==> config.mk <==
export PLATFORM = sky130hd
export DESIGN_NAME = shift_request_pipe
export DESIGN_NICKNAME = d
export VERILOG_FILES = /design/src/rtl/shift_pkg.sv /design/src/rtl/log_right_shifter.sv /design/src/rtl/shift_request_pipe.sv
export SDC_FILE = /design/constraint.sdc
export NUM_CORES = 1
export LEC_CHECK = 0
export CAP_MARGIN = 20
export CORE_MARGIN = 1.5
export CORE_UTILIZATION = 30
export CTS_CLUSTER_SIZE = 24
export DETAILED_ROUTE_END_ITERATION = 16
export REMOVE_ABC_BUFFERS = 1
export SYNTH_ARGS = -nofsm -noshare
export SYNTH_HDL_FRONTEND = slang
export SYNTH_SLANG_ARGS = --single-unit
==> constraint.sdc <==
create_clock -name clk -period 2.12 [get_ports clk]
set_input_delay 0.424 -clock clk [delete_from_list [all_inputs] [get_ports clk]]
set_output_delay 0.424 -clock clk [all_outputs]
set_load 0.1 [all_outputs]
==> src/rtl/shift_pkg.sv <==
// Shared types and width helpers for the shift request pipe.
// The FIFO entry struct is sized by SHIFT_N; retarget SHIFT_N together with the top's N.
package shift_pkg;

    localparam int SHIFT_N = 8;

    function automatic int amt_w(input int n);
        return (n > 1) ? $clog2(n) : 1;
    endfunction

    // Pointers carry one extra wrap bit so full and empty are distinguishable.
    function automatic int ptr_w(input int depth);
        return $clog2(depth) + 1;
    endfunction

    localparam int AMT_W = amt_w(SHIFT_N);

    typedef struct packed {
        logic [SHIFT_N-1:0] data;
        logic [AMT_W-1:0]   amt;
    } shift_req_t;

endpackage

==> src/rtl/log_right_shifter.sv <==
// Combinational logarithmic right shifter with zero fill.
// Stage i shifts by 2^i when amt[i] is set.
module log_right_shifter
    import shift_pkg::*;
#(
    parameter int N = 8
) (
    input  logic [N-1:0]         x,
    input  logic [$clog2(N)-1:0] amt,
    output logic [N-1:0]         z
);

    localparam int AW = amt_w(N);

    logic [AW:0][N-1:0] stage;

    assign stage[0] = x;

    for (genvar i = 0; i < AW; i++) begin : g_stage
        assign stage[i+1] = amt[i] ? (stage[i] >> (1 << i)) : stage[i];
    end

    assign z = stage[AW];

endmodule

==> src/rtl/shift_request_pipe.sv <==
// Request FIFO feeding a log right shifter, with a registered valid/ready result stage.
// Optional macro SHIFT_STICKY_EN adds out_sticky (OR of bits shifted out).
module shift_request_pipe
    import shift_pkg::*;
#(
    parameter int N       = SHIFT_N,
    parameter int DEPTH   = 2,
    parameter int COUNT_W = 8
) (
    input  logic                 clk,
    input  logic                 reset,
    input  logic                 in_valid,
    output logic                 in_ready,
    input  logic [N-1:0]         in_data,
    input  logic [$clog2(N)-1:0] in_amt,
    output logic                 out_valid,
    input  logic                 out_ready,
    output logic [N-1:0]         out_data,
    output logic [COUNT_W-1:0]   shift_count
`ifdef SHIFT_STICKY_EN
    ,
    output logic                 out_sticky
`endif
);

    localparam int PW = ptr_w(DEPTH);
    localparam int IW = PW - 1;

    shift_req_t         mem_q [DEPTH];
    logic [PW-1:0]      wr_ptr_q, wr_ptr_d;
    logic [PW-1:0]      rd_ptr_q, rd_ptr_d;
    logic               out_valid_q, out_valid_d;
    logic [N-1:0]       out_data_q, out_data_d;
    logic [COUNT_W-1:0] count_q, count_d;

    logic               fifo_full;
    logic               fifo_empty;
    logic               push;
    logic               load;
    shift_req_t         push_req;
    shift_req_t         head;
    logic [N-1:0]       shifted;

    // Full depends only on registered pointers, so out_ready never reaches in_ready.
    assign fifo_full  = (wr_ptr_q[PW-1] != rd_ptr_q[PW-1]) &&
                        (wr_ptr_q[IW-1:0] == rd_ptr_q[IW-1:0]);
    assign fifo_empty = (wr_ptr_q == rd_ptr_q);

    assign push     = in_valid && !fifo_full;
    assign load     = !fifo_empty && (!out_valid_q || out_ready);
    assign push_req = '{data: in_data, amt: in_amt};
    assign head     = mem_q[rd_ptr_q[IW-1:0]];

    log_right_shifter #(.N(N)) u_shifter (
        .x  (head.data),
        .amt(head.amt),
        .z  (shifted)
    );

    always_comb begin
        wr_ptr_d    = push ? wr_ptr_q + 1'b1 : wr_ptr_q;
        rd_ptr_d    = load ? rd_ptr_q + 1'b1 : rd_ptr_q;
        out_valid_d = out_valid_q;
        out_data_d  = out_data_q;
        count_d     = count_q;
        if (load) begin
            out_valid_d = 1'b1;
            out_data_d  = shifted;
        end else if (out_valid_q && out_ready) begin
            out_valid_d = 1'b0;
        end
        if (out_valid_q && out_ready) begin
            count_d = count_q + 1'b1;
        end
    end

    always_ff @(posedge clk) begin
        if (reset) begin
            wr_ptr_q    <= '0;
            rd_ptr_q    <= '0;
            out_valid_q <= 1'b0;
            out_data_q  <= '0;
            count_q     <= '0;
        end else begin
            wr_ptr_q    <= wr_ptr_d;
            rd_ptr_q    <= rd_ptr_d;
            out_valid_q <= out_valid_d;
            out_data_q  <= out_data_d;
            count_q     <= count_d;
        end
    end

    // Storage needs no reset: the pointers alone define which entries are live.
    always_ff @(posedge clk) begin
        if (push) begin
            mem_q[wr_ptr_q[IW-1:0]] <= push_req;
        end
    end

`ifdef SHIFT_STICKY_EN
    logic         sticky_q, sticky_d;
    logic [N-1:0] lost_mask;

    assign lost_mask = ~({N{1'b1}} << head.amt);

    always_comb begin
        sticky_d = sticky_q;
        if (load) begin
            sticky_d = |(head.data & lost_mask);
        end
    end

    always_ff @(posedge clk) begin
        if (reset) begin
            sticky_q <= 1'b0;
        end else begin
            sticky_q <= sticky_d;
        end
    end

    assign out_sticky = sticky_q;
`endif

    assign in_ready    = !fifo_full;
    assign out_valid   = out_valid_q;
    assign out_data    = out_data_q;
    assign shift_count = count_q;

endmodule

### After elaboration in Yosys (flattened, before gate mapping)

Memory sizes are Yosys's and may differ from the RTL's. A register that Yosys moved wholly into a read port is not among the register bits.
Index checks and enable logic that the tools add are counted.

| word-level totals | value |
|---|---|
| bits in registers | 21 |
| bits in latches | 0 |
| bits in writable memories | 22 |
| ROM bits | 0 |
| input port bits | 15 |
| output and inout port bits | 18 |
| word-level logic and storage cells | 30 |
| memories kept | 1 |

| operators by class | value |
|---|---|
| $add $sub $neg | 3 |
| $mul | 0 |
| div/mod/pow operators | 0 |
| $lt $le $gt $ge | 0 |
| equal/unequal tests | 3 |
| shifts and indexed selects | 0 |
| muxes and demuxes | 9 |
| bitwise logic cells | 0 |
| reduce and logical (&&, ||, !) cells | 9 |

Memories:

| memory | words | width | read ports | clocked after memory_dff | wr ports | line | source |
|---|---|---|---|---|---|---|---|
| mem_q | 2 | 11 | 1 | 1 | 1 | shift_request_pipe.sv:29 | `shift_req_t mem_q [DEPTH];` |

Operator list:

| kind | number |
|---|---|
| 8-bit 2-to-1 mux | 3 |
| 8-bit by 1-bit adder with 8-bit output, second input constant | 1 |
| 1-bit 2-to-1 mux | 6 |
| 2-bit by 1-bit adder with 2-bit output, second input constant | 2 |
| 1-bit logical AND | 4 |
| 1-bit logical NOT | 3 |
| 2-bit == test | 1 |
| 2-bit nonzero test | 1 |
| 1-bit == test | 1 |
| 1-bit logical OR | 1 |
| 1-bit inequality test | 1 |

### Longest topological paths before layout

Gate-level depths: netlist of the first run.

| logic depth | value |
|---|---|
| depth in word-level cells | 6 |
| depth in mapped cells | 6 |
| mapped depth without buffers | 5 |

### Hierarchy

From an unflattened synthesis of the first run, not the netlist that was laid out.

| second synthesis, totals | value |
|---|---|
| cell total of the unflattened synthesis | 175 |
| area, all modules | 2084.5 um^2 |

Modules (own cells, without submodules):

| module | instances | cells each | area an instance (um^2) | seq. area each (um^2) |
|---|---|---|---|---|
| shift_request_pipe | 1 | 147 | 1834.3 | 1101.1 |
| log_right_shifter | 1 | 28 | 250.2 | 0.0 |

### Least setup slack after synthesis of the first run

No wires, ideal clock.

| path | value |
|---|---|
| path kind | register -> register |
| start | register wr_ptr_q[0] |
| end | memory mem_q[0][0] (netlist name), enable pin |
| setup time | 0.378 ns |
| arrival | 2.168 ns |
| data required time | 1.742 ns |
| path slack | -0.427 ns |
| stages on the path, launching flop included | 5 |
| buffers on the path | 0 |
| period minus slack after synthesis | 2.547 ns |
| cells stage by stage | dfxtp_1 > xor2_1 > nand2b_1 > nand2_1 > nor2_1 |

| between the ends | value |
|---|---|
| cells in the longest elaborated chain, start to end | 6 |

RTL lines:

| what | line | source |
|---|---|---|
| from (decl) | shift_request_pipe.sv:30 | `logic [PW-1:0] wr_ptr_q, wr_ptr_d;` |
| from (signal assigned) | shift_request_pipe.sv:85 | `wr_ptr_q <= wr_ptr_d;` |
| 1-bit == test | shift_request_pipe.sv:46 | `(wr_ptr_q[IW-1:0] == rd_ptr_q[IW-1:0]);` |
| 1-bit logical AND | shift_request_pipe.sv:45 | `assign fifo_full = (wr_ptr_q[PW-1] != rd_ptr_q[PW-1]) &&` |
| 1-bit logical NOT | -- |  |
| named net in_ready | shift_request_pipe.sv:13 | `output logic in_ready,` |
| 1-bit logical AND | shift_request_pipe.sv:49 | `assign push = in_valid && !fifo_full;` |
| 1-bit 2-to-1 mux | shift_request_pipe.sv:95 | `if (push) begin` |
| 1-bit 2-to-1 mux (not written as such) | shift_request_pipe.sv:96 | `mem_q[wr_ptr_q[IW-1:0]] <= push_req;` |
| to (decl) | shift_request_pipe.sv:29 |  |

The timed path passes the listed nets, and every way through them passes these cells.

### Final worst setup path of the first run

| path | value |
|---|---|
| start | register wr_ptr_q[0] |
| end | output in_ready |

| between the ends | value |
|---|---|
| cells in the longest elaborated chain, start to end | 3 |

RTL lines:

| what | line | source |
|---|---|---|
| 1-bit == test | shift_request_pipe.sv:46 |  |
| 1-bit logical AND | shift_request_pipe.sv:45 |  |
| 1-bit logical NOT | shift_request_pipe.sv:124 | `assign in_ready = !fifo_full;` |
| to (decl) | shift_request_pipe.sv:13 |  |

No other way between the ends.

==> out/results.txt, run 1 <==
Outcome - finished with violations
Failing checks - design-rule violations
Worst-margin pin slew - 0.513 ns
Initial antenna violation count - 0
Post-synthesis cell count - 179
Wire length per cell - 13.7 um
Pwr Density - 1310 nW/um^2
Fin crit period - 1.87 ns
CP bufs+invs - 1
Post-synth top flop - edfxtp_1
Final hold violations - 0
First-pass GRT wire length - 6780 um
Clock root cell - clkbuf_8
Clk_skew - 0.0117 ns
Vias/cell - 4.85
Synth area leader - edfxtp_1
Vias in the first global route - 1402
Hold Path Class - register to register
Setup crit end - in_ready
Clock Latency Late Sink - 0.29 ns
IO Count - 33
Max-slew violations - 0
Reg2reg end - out_data[4]$_SDFFE_PP0P_
Die Area - 7230 um^2
Fmax - 0.534 GHz
CP max-delay cell - dfxtp_1
RSZ-0062 raised after global routing - false
Post-CTS sizing - 0
WP depth - 3
Avg Inst Size Synth - 11.3 um^2
Share of cells above drive strength 1 - 19.2%
# hold bufs at CTS - 0
Yosys cell types - 37
Critical Path Max Stage Delay - 0.40 ns
Startpoint class of the critical path - register
Vias - 1437
Cell Chain, Critical Path - xor2_1 -> nand2b_1 -> buf_12
Grt total ovfl - 0
CP Launch Point - wr_ptr_q[0]$_SDFFE_PP0P_
Num rows - 29
Post-synth ARST share - 0%
DR iter-0 viols - 54
Top cells by count, synth - 22 x dfxtp_1, 22 x edfxtp_1, 21 x nor2_1
Clk slew on worst S/H paths - 0.08 ns
R2R Setup Slk - 0.30 ns
Worst R2R Path Depth - 4
Residual DRC - 2
Max-cap viol count - 0
Die height - 85.0 um
Largest cells by area after synthesis - edfxtp_1 33%, dfxtp_1 22%, mux2i_1 7.9%, nor2_1 3.9%, xor2_1 3.5%
Area growth, synth to finish - 24.1%
Fin cells - 296
CTS buffer count - 5
Final #Nets - 234
Worst IR Drop VDD - 0.537 mV
Post-CTS Setup Bufs - 0
Clock tree sinks - 44
RD Place Congestion - 0.801
Rel. slew slack - 65.6%
Crit path required time - 1.70 ns
Total wire length - 4040 um
CTS tree - done
Max Root-Sink Buffers - 2
Fin crit share - 88.4%
Tot GR Track Use - 11.7%
Cell family with most CP delay - flip-flops
Top cell type's share of synthesized area - 32.7%
Cells after DPL - 288
Die W - 85.0 um
Initial core utilization - 31.4%
CTS H-Tree Depth - 2
Detail Route Antenna Nets - 0
Port Buffer Count - 32
WP data arrival - 1.45 ns
DP HPWL - 3070 um
Pre-CTS WS - 0.201 ns
EDFF count, synth - 22
Setup TNS - 0 ns
Sequential-to-total area share from yosys stat - 54.5%
Fin worst setup slack - 0.246 ns
Crit-path max FO - 4
Core area - 6420 um^2
Endpoints failing setup - 0
TritonRoute pass-1 iters - 10
Yosys warning total - 0
Synth Register Bits - 44
Post-Syn Area - 2020 um^2
Setup CP Type - register to output pin
Worst setup EP type - output pin
N_diodes - 0
Largest net degree at the start of global routing - 19
Pleak - 0.950 nW
## where the power goes
| group | internal [W] | switching (W) |
|---|---|---|
| clock | 0.000236 | 0.000266 |
| sequential | 0.00109 | 0.000166 |
| combinational | 0.000530 | 0.000992 |
## cell usage in the layout, fill, tap and decap left out, types with 3 or more instances in the layout
cell / count
buf_4: 26
mux4_2: 3
nor2_1: 21
nand2_1: 11
a31oi_1: 5
mux2_2: 4
inv_1: 5
clkbuf_8: 5
mux2i_1: 16
xnor2_1: 4
nand2b_1: 3
o21ai_0: 8
xor2_1: 8
edfxtp_1: 22
nand3b_1: 4
nand3_1: 7
a21oi_1: 7
clkdlybuf4s50_1: 14
dfxtp_1: 22
## flip-flops by register name (all words and copies together) (netlist names), named ones only
signal       cells
wr_ptr_q         2
out_valid        1
rd_ptr_q         2
out_data         8
mem_q           22
shift_count      8
## per-layer routing
metal	vias to the layer above	track usage [%]	routed length (um)
met1	672	15.9	1950
met2	33	18.7	1840
li1	728	-	-
met5	-	0	0
met4	0	3.13	40
met3	4	3.02	210
## cell type report
cell class | instances | area (um^2)
Inverter | 5 | 18.8
Sequential cell | 44 | 1100
Tap cell | 77 | 96.3
Clock buffer | 7 | 77.6
Multi-Input combinational cell | 121 | 852
Clock inverter | 1 | 5.00
Timing Repair Buffer | 41 | 355
Fill cell | 628 | 3920
## stage by stage
| step | area (um^2) | utilization (%) | hold WS, ns | power, W |
|---|---|---|---|---|
| global placement | 2420 | 37.7 | 0.459 | 0.00278 |
| global route | 2510 | 39.0 | 0.474 | 0.00347 |
| finish | 2510 | 39.0 | 0.456 | 0.00328 |
| detailed placement | 2420 | 37.7 | 0.451 | 0.00280 |
| floorplan | 1970 | - | 0.493 | 0.00236 |
| CTS | 2510 | 39.0 | 0.462 | 0.00330 |
## worst min path at each step
stage | start | endpoint | slack, ns | cells past startpoint
after floorplan | reset | out_data[6]$_SDFFE_PP0P_ | 0.49 | 1
after global placement | out_data[7]$_SDFFE_PP0P_ | out_data[7]$_SDFFE_PP0P_ | 0.46 | 2
after detailed placement | out_data[7]$_SDFFE_PP0P_ | out_data[7]$_SDFFE_PP0P_ | 0.45 | 2
after CTS | out_data[7]$_SDFFE_PP0P_ | out_data[7]$_SDFFE_PP0P_ | 0.46 | 2
after global routing | out_data[7]$_SDFFE_PP0P_ | out_data[7]$_SDFFE_PP0P_ | 0.47 | 2
final | out_data[6]$_SDFFE_PP0P_ | out_data[6]$_SDFFE_PP0P_ | 0.46 | 2
## worst min-delay path, stage by stage, from the launching register on
cell and delay [ns]:
dfxtp_1 0.31, nand2_1 0.05, a21oi_1 0.05
## logic make-up (layout without fill, tap and decap cells)
kind of cell / Yosys count / after routing / synth area share (%)
and+or+nand+nor: 53 / 53 / 12.4
AOI/OAI and AO/OA: 31 / 31 / 9.79
xor gates and xnor gates: 12 / 12 / 5.20
buffers and inverters: 14 / 54 / 3.28
DFF: 44 / 44 / 54.5
adders and majority gates: 1 / 1 / 0.619
muxes: 24 / 24 / 14.2
Power figures use the tool's default switching activity.
==> run 2: changes to the inputs <==
- CELL_PAD_IN_SITES_DETAIL_PLACEMENT: not set -> 0
- CELL_PAD_IN_SITES_GLOBAL_PLACEMENT: not set -> 2
- CORE_MARGIN: 1.5 -> not set
- PLACE_DENSITY_LB_ADDON: not set -> 0.1
==> run 2 against run 1 <==
Compared with the run above:
- the flow now finishes without violations
- non-clock buffer count down 3
- sequential share of layout area rose by 0.40 points
- design area down 0.90%
- maximum frequency is 2.5% lower
- global-route usage increased by 2.3 points
- cell count shrank 1.0%
- largest power group unchanged
==> out/results.txt, run 2 (synthesis gave the netlist of run 1 again) <==
Max Root-Sink Buffers - 2 (unchanged)
CP Launch Point - wr_ptr_q[0]$_SDFFE_PP0P_ (unchanged)
Sequential fraction of design power - 38.6% (was 38.2%)
Commonest non-fill, non-tap cell in the layout - buf_4 (unchanged)
IO Count - 33 (unchanged)
Die height - 84.0 um (was 85.0 um)
Clk slew on worst S/H paths - 0.08 ns (about the same)
Clk_skew - 0.00710 ns (was 0.0117 ns)
Residual DRC - 0 (was 2)
Fin crit period - 1.92 ns (was 1.87 ns)
Vias - 1462 (was 1437)
Total wire length - 4430 um (was 4040 um)
Filler instances - 610 (was 628)
Post-CTS Setup Bufs - 0 (unchanged)
Reg2reg start - mem_q[0][0]$_DFFE_PP_
Startpoint class of the critical path - register (unchanged)
N_diodes - 0 (unchanged)
Detail Route Antenna Nets - 0 (unchanged)
Pleak - 0.935 nW (was 0.950 nW)
Crit path required time - 1.70 ns (about the same)
Die W - 84.0 um (was 85.0 um)
Initial core utilization - 31.4% (unchanged)
Hold Path Class - register to register (unchanged)
Num rows - 29 (unchanged)
Clock root cell - clkbuf_8 (unchanged)
Most frequent cells in the layout - 23 x buf_4, 22 x dfxtp_1, 22 x edfxtp_1 (was 26 x buf_4, 22 x dfxtp_1, 22 x edfxtp_1)
Crit-path max FO - 4 (unchanged)
CTS tree - done (unchanged)
Worst setup EP type - output pin (unchanged)
DP HPWL - 3330 um (was 3070 um)
Worst IR Drop VDD - 0.599 mV (was 0.537 mV)
Die Area - 7060 um^2 (was 7230 um^2)
Grt total ovfl - 0 (unchanged)
Outcome - finished, final reports clean (was finished with violations)
Pre-CTS WS - 0.0969 ns (was 0.201 ns)
CTS buffer count - 5 (unchanged)
Endpoints failing setup - 0 (unchanged)
RSZ-0062 raised after global routing - false (unchanged)
Vias/cell - 4.99 (was 4.85)
Max reg flops - 22 (unchanged)
Multi-input logic area - 852 um^2 (unchanged)
Max-slew violations - 0 (unchanged)
TritonRoute pass-1 iters - 4 (was 10)
Area growth, synth to finish - 23.0% (was 24.1%)
First-pass GRT wire length - 7650 um (was 6780 um)
Fin crit share - 90.7% (was 88.4%)
Wire length per cell - 15.1 um (was 13.7 um)
Post-CTS sizing - 0 (unchanged)
Worst-margin pin slew - 0.561 ns (was 0.513 ns)
DR iter-0 viols - 115 (was 54)
HP Start - out_data[7]$_SDFFE_PP0P_ (was out_data[6]$_SDFFE_PP0P_)
Clock tree sinks - 44 (unchanged)
P_sw - 0.00145 W (was 0.00142 W)
CTS H-Tree Depth - 2 (unchanged)
Switching share of power - 44.5% (was 43.4%)
Share of cells above drive strength 1 - 18.1% (was 19.2%)
Reg area - 1100 um^2 (unchanged)
Final #Nets - 231 (was 234)
Port Buffer Count - 32 (unchanged)
Clock Latency Late Sink - 0.30 ns (was 0.29 ns)
Fmax - 0.520 GHz (was 0.534 GHz)
Setup TNS - 0 ns (unchanged)
Final hold violations - 0 (unchanged)
# hold bufs at CTS - 0 (unchanged)
Largest net degree at the start of global routing - 19 (unchanged)
Fin worst setup slack - 0.198 ns (was 0.246 ns)
Max-cap viol count - 0 (unchanged)
Setup CP Type - register to output pin (unchanged)
P_int - 0.00181 W (was 0.00185 W)
Rel. slew slack - 62.3% (was 65.6%)
Pwr Total - 0.00326 W (was 0.00328 W)
Core area - 6420 um^2 (unchanged)
Clock power frac - 15.6% (was 15.3%)
Initial antenna violation count - 0 (unchanged)
Tot GR Track Use - 14.0% (was 11.7%)
RD Place Congestion - 0.743 (was 0.801)
Logic pwr share - 45.8% (was 46.5%)
WP data arrival - 1.50 ns (was 1.45 ns)
Vias in the first global route - 1461 (was 1402)
Pwr Density - 1310 nW/um^2 (about the same)
run 2: changes by cell type in the layout (fill, tap and decap cells not counted):
cell and delta:
buf_4 -3, clkbuf_1 -1, clkbuf_2 -1, clkinv_1 +1, clkinv_2 +1
run 2: metrics by stage:
| stage | utilization, % | cell area [um^2] | cells | hold WS [ns] |
|---|---|---|---|---|
| after floorplan | - | 1970 | 170 | 0.493 |
| after detailed placement | 37.4 | 2400 | 285 | 0.450 |
| after global placement | 37.4 | 2400 | 285 | 0.443 |
| final | 38.7 | 2480 | 293 | 0.463 |
| after global routing | 38.7 | 2480 | 293 | 0.480 |
| after CTS | 38.7 | 2480 | 293 | 0.463 |
run 2: worst paths after layout:
| check | end | slack (ns) | cells past startpoint |
|---|---|---|---|
| setup / recovery | in_ready | 0.20 | 3 |
| hold / removal | out_data[7]$_SDFFE_PP0P_ | 0.46 | 2 |
| setup reg to reg | out_data[1]$_SDFFE_PP0P_ | 0.30 | 5 |
| hold reg to reg | out_data[7]$_SDFFE_PP0P_ | 0.46 | 2 |
run 2: worst max-delay path, stage by stage (launching register included):
cell	delay (ns)
dfxtp_1	0.42
xor2_1	0.31
nand2b_1	0.27
buf_12	0.21
run 2: layer usage:
layer  vias up  part of all wire (%)  wire, um  global-route usage (%)
li1        725                     -         -                       -
met1       700                    50      2200                    19.2
met2        31                    45      2000                    21.9
met3         6                   3.9       175                    3.66
met4         0                   1.2        55                    3.76
met5         -                     0         0                       0
run 2: cell type report:
type                            count  share of cell area, %
Timing Repair Buffer               38                   13.4
Tap cell                           77                   3.88
Sequential cell                    44                   44.3
Inverter                            5                  0.756
Clock buffer                        5                   2.77
Multi-Input combinational cell    121                   34.3
Clock inverter                      3                  0.554
run 2: power groups by stage:
stage          combinational, W  clock (W)  sequential, W
3_3_place_gp            0.00150          0        0.00127
2_1_floorplan          0.000682          0        0.00167
3_5_place_dp            0.00150          0        0.00128
4_1_cts                 0.00151   0.000525        0.00126
6_report                0.00149   0.000508        0.00126
5_1_grt                 0.00161   0.000564        0.00128
==> run 3: changes to the inputs <==
- SKIP_CTS_REPAIR_TIMING: not set -> 1
==> results of run 3 <==
Final layout, timing and power as in run 2 (identical DEF).
